`config.mk`:
```
export PLATFORM = sky130hd
export DESIGN_NAME = vending_sale_controller
export DESIGN_NICKNAME = d
export VERILOG_FILES = /design/src/rtl/vending_sale_controller.sv
export SDC_FILE = /design/constraint.sdc
export NUM_CORES = 1
export LEC_CHECK = 0
export ABC_AREA = 1
export CORE_MARGIN = 4
export CORE_UTILIZATION = 50
export DETAILED_ROUTE_END_ITERATION = 6
export PLACE_DENSITY_LB_ADDON = 0.05
export REMOVE_ABC_BUFFERS = 1
export SETUP_SLACK_MARGIN = 0.3
export SYNTH_ARGS = -nofsm -noshare
export SYNTH_HDL_FRONTEND = slang
export SYNTH_SLANG_ARGS = --single-unit
```
`constraint.sdc`:
```
create_clock -name clk1 -period 2.8 [get_ports clk1]
set_input_delay 0.56 -clock clk1 [delete_from_list [all_inputs] [get_ports clk1]]
set_output_delay 0.56 -clock clk1 [all_outputs]
set_load 0.02 [all_outputs]
```
`src/rtl/vending_sale_controller.sv`:
```
// rtl/vending_sale_controller.sv - coin-credit sale controller; optional inactivity refund via SALE_TIMEOUT_EN
module vending_sale_controller #(
    parameter int PRICE          = 3,
    parameter int CREDIT_W       = 3,
    parameter int TIMEOUT_CYCLES = 16
) (
    input  logic                clk1,
    input  logic                reset1,
    input  logic                coin1,
    input  logic                coin2,
    input  logic                buy,
    input  logic                cancel,
    input  logic                stock_avail,
    output logic                red_inventario,
    output logic                dispense,
    output logic [CREDIT_W-1:0] credit,
    output logic [CREDIT_W-1:0] change_value,
    output logic                change_valid,
    output logic                coin_reject,
    output logic                sold_out
);

    typedef enum logic [1:0] {
        ST_IDLE   = 2'd0,
        ST_CREDIT = 2'd1,
        ST_VEND   = 2'd2,
        ST_RETURN = 2'd3
    } stateT;

    // Two extra bits so credit plus a double coin (up to +3) never wraps before the overflow test.
    localparam int                  SUM_W   = CREDIT_W + 2;
    localparam logic [SUM_W-1:0]    MAX_SUM = SUM_W'((1 << CREDIT_W) - 1);
    localparam logic [CREDIT_W-1:0] PRICE_C = CREDIT_W'(PRICE);

    stateT               state;
    logic                prevCoin1, prevCoin2, prevBuy, prevCancel;
    logic                coin1Edge, coin2Edge, buyEdge, cancelEdge, coinAny;
    logic [SUM_W-1:0]    coinAdd, creditSum;
    logic                coinFits;
    logic                timedOut;
    logic                coinRejectQ;

    assign coin1Edge  = coin1 & ~prevCoin1;
    assign coin2Edge  = coin2 & ~prevCoin2;
    assign buyEdge    = buy & ~prevBuy;
    assign cancelEdge = cancel & ~prevCancel;
    assign coinAny    = coin1Edge | coin2Edge;

    // coin2 is worth two units, coin1 one, so the edge pair forms the binary addend directly.
    assign coinAdd   = {{(SUM_W-2){1'b0}}, coin2Edge, coin1Edge};
    assign creditSum = {2'b00, credit} + coinAdd;
    assign coinFits  = (creditSum <= MAX_SUM);

`ifdef SALE_TIMEOUT_EN
    localparam int               TIMER_W     = $clog2(TIMEOUT_CYCLES + 1);
    localparam logic [TIMER_W-1:0] TIMER_LIMIT = TIMER_W'(TIMEOUT_CYCLES);

    logic [TIMER_W-1:0] idleTimer;

    assign timedOut = (idleTimer == TIMER_LIMIT);

    // Inactivity counter: zero outside CREDIT (so entry starts fresh), cleared by any edge, saturates at the limit.
    always_ff @(posedge clk1) begin
        if (reset1 || state != ST_CREDIT) begin
            idleTimer <= '0;
        end else if (coinAny || buyEdge || cancelEdge) begin
            idleTimer <= '0;
        end else if (!timedOut) begin
            idleTimer <= idleTimer + 1'b1;
        end
    end
`else
    logic unusedTimeoutCfg;

    assign timedOut         = 1'b0;
    assign unusedTimeoutCfg = (TIMEOUT_CYCLES != 0);
`endif

    // Moore pulses decoded from the registered state; refund amount is the credit held in RETURN.
    assign red_inventario = (state == ST_VEND);
    assign dispense       = (state == ST_VEND);
    assign change_valid   = (state == ST_RETURN);
    assign change_value   = (state == ST_RETURN) ? credit : '0;
    assign coin_reject    = coinRejectQ;
    assign sold_out       = ~stock_avail;

    // Sale FSM with input edge history; prev_* track inputs even in reset so held inputs give no edge on release.
    always_ff @(posedge clk1) begin
        prevCoin1  <= coin1;
        prevCoin2  <= coin2;
        prevBuy    <= buy;
        prevCancel <= cancel;
        if (reset1) begin
            state       <= ST_IDLE;
            credit      <= '0;
            coinRejectQ <= 1'b0;
        end else begin
            coinRejectQ <= 1'b0;
            case (state)
                ST_IDLE: begin
                    if (coinAny) begin
                        if (coinFits) begin
                            credit <= creditSum[CREDIT_W-1:0];
                            state  <= ST_CREDIT;
                        end else begin
                            coinRejectQ <= 1'b1;
                        end
                    end
                end
                ST_CREDIT: begin
                    if (cancelEdge) begin
                        state <= ST_RETURN;
                    end else if (buyEdge) begin
                        if (!stock_avail) begin
                            state <= ST_RETURN;
                        end else if (credit >= PRICE_C) begin
                            state <= ST_VEND;
                        end
                    end else if (coinAny) begin
                        if (coinFits) begin
                            credit <= creditSum[CREDIT_W-1:0];
                        end else begin
                            coinRejectQ <= 1'b1;
                        end
                    end else if (timedOut) begin
                        state <= ST_RETURN;
                    end
                end
                ST_VEND: begin
                    credit <= credit - PRICE_C;
                    state  <= ST_RETURN;
                end
                ST_RETURN: begin
                    credit <= '0;
                    state  <= ST_IDLE;
                end
                default: begin
                    state <= ST_IDLE;
                end
            endcase
        end
    end

endmodule

```
==> out/summary.txt <==
CP Cell Sequence - ha_1, nand2_1, inv_1, clkdlybuf4s50_1
CTS Buf Count - 3
Drt pass-1 iters - 4
Antenna cells - 0
Leak - 0.000486 uW
Max-slew violation count - 0
Max-Cap Viols - 0
Pin count of the biggest net entering global routing - 9
Core ar. - 1300 um2
Achievable Freq - 0.435 GHz
Clock transition at path regs - 0.07 ns
Total GRT Usage - 0.172
Commonest non-fill, non-tap cell in the layout - nand2_1
Syn Area/Cell - 6.66 um2
Post-synth EDFFs - 0
Gp weighted congestion - 0.777
Clock sink total - 10
Clock Latency Late Sink - 0.27 ns
GRT overflow - 0
Setup violations, final - 0
CP required - 2.24 ns
Layout cells sized above 1 - 0.0813
Area delta synth->final - 31.8%
Status - finished, final reports clean
Ys Warns - 0
Die X - 45.0 um
Antenna violations before repair - 0
DR iter-0 viols - 6
Clock Path Buffers - 2
Sequential area share after synthesis - 0.292
Site Rows - 13
Vias in the first global route - 636
Hold Crit Class - flip-flop to flip-flop
Hpwl dp - 1.12 mm
Async SR Flop Fraction - 0
Worst Setup Start Kind - flip-flop
Root buf cell - clkbuf_4
Final ANT Viol Nets - 0
Ports - 18
RSZ-0062 raised after global routing - no
Flops & latches, synth - 10
Worst slew margin - 0.796
Yosys top cell by area - dfxtp_1
DIE AREA - 2030 um2
H-tree level count - 1
Non-filler cells in the finished layout - 138
Cts repair resizes - 0
Most frequent cells in the layout - 29 x nand2_1, 22 x inv_1, 17 x clkdlybuf4s50_1
WS Path Type - flip-flop to output port
Avg WL per Cell - 9.88 um
Die Height - 45.0 um
Starting Density - 0.527
CP max-delay cell - clkdlybuf4s50_1
Worst path max stage delay - 0.60 ns
Synth Cell Area - 686 um2
Critical path arrival - 1.74 ns
Yosys top cell area share - 0.292
Via count - 658
First-pass GRT wire length - 2.57 mm
Synth area leaders - dfxtp_1 29%, nand2_1 16%, ha_1 15%
Slew @ Worst Pin - 0.306 ns
Final Hold Violating Endpoints - 0
Post-route minimum period - 2.30 ns
Worst VDD drop - 504 uV
TritonCTS clock tree - yes
# Post-CTS Setup Buffers - 0
Vias per cell - 4.77
Distinct cells, synth - 18
# nets final - 140
Fin crit share - 0.821
Final setup TNS - 0 ns
Cells after Synth - 103
Power per cell area - 872 nW/um2
Crit end category - output port
Top_reg_cell synth - dfxtp_1
Clock skew - 0.00310 ns
Worst-path fanout max - 6
Placed Cells - 134
Post-CTS Hold Buffers - 0
Port Buffers - 17
Remaining DRCs - 0
Final WL - 1.36 mm
[critical path, delay by kind of cell (launching register included)]
family	cells	cell delay [ns]
adders and majority gates	1	0.31
buffers and inverters	2	0.66
DFF	1	0.41
and+or+nand+nor	1	0.08
[sequential cells by signal, indices dropped and copies added (netlist names)]
name         flops
credit           3
state            2
coin_reject      1
prevBuy          1
prevCancel       1
prevCoin1        1
prevCoin2        1
[Yosys cell counts (2+ instances only)]
master   number
nand3_1       6
dfxtp_1      10
nand2_1      29
ha_1          8
nand2_2       2
a21oi_1       3
nor2_1       11
inv_1        22
o21ai_0       3
[path summary, 6_finish.rpt]
path / end / cells after the start / from / slack, ns
worst max-delay path: change_value[1] / 4 / state[0]$_SDFFE_PP0P_ / 0.50
worst min register to register: state[1]$_SDFFE_PP0P_ / 2 / state[1]$_SDFFE_PP0P_ / 0.54
worst min-delay path: state[1]$_SDFFE_PP0P_ / 2 / state[1]$_SDFFE_PP0P_ / 0.54
worst max register to register: credit[1]$_SDFFE_PP0P_ / 6 / credit[0]$_SDFFE_PP0P_ / 1.16
[metal layers]
metal	vias up	wire length (um)	GRT usage
met5	-	0	0
met3	5	120	0.0518
met4	0	31	0.0877
li1	354	-	-
met1	277	646	0.223
met2	22	564	0.257
[layout make-up]
| type | instances | area, um2 |
|---|---|---|
| tap | 15 | 18.8 |
| clock buffer | 4 | 36.3 |
| multi-input combinational | 69 | 392 |
| timing repair buffer | 17 | 170 |
| inverter | 23 | 86.3 |
| fill | 117 | 398 |
| sequential | 10 | 200 |
[cell families (layout without fill, tap and decap cells)]
kind of cell,count (synthesis),after routing,share of synthesized area
adder cells (fa/ha/maj),9,9,0.175
AO/OA/AOI/OAI,10,10,0.0894
AND/OR/NAND/NOR,50,50,0.307
flip-flops,10,10,0.292
buffers and inverters,24,44,0.137
[through the flow]
step | utilization | worst slack [ns] | hold slack, ns | instance area [um2] | total power, uW
final | 0.694 | 0.500 | 0.543 | 903 | 788
after global routing | 0.694 | 0.362 | 0.584 | 903 | 871
after CTS | 0.694 | 0.484 | 0.547 | 903 | 795
after detailed placement | 0.666 | 0.507 | 0.538 | 867 | 659
after global placement | 0.666 | 0.559 | 0.512 | 867 | 650
after floorplan | - | 1.09 | 0.497 | 678 | 525
[report_power, final]
group          internal (uW)  switching [uW]  total, uW
clock network           79.0            54.7        134
registers                175            47.4        222
logic                    187             245        432
total                    441             347        788
No activity file was read; power rests on OpenSTA's default activity.
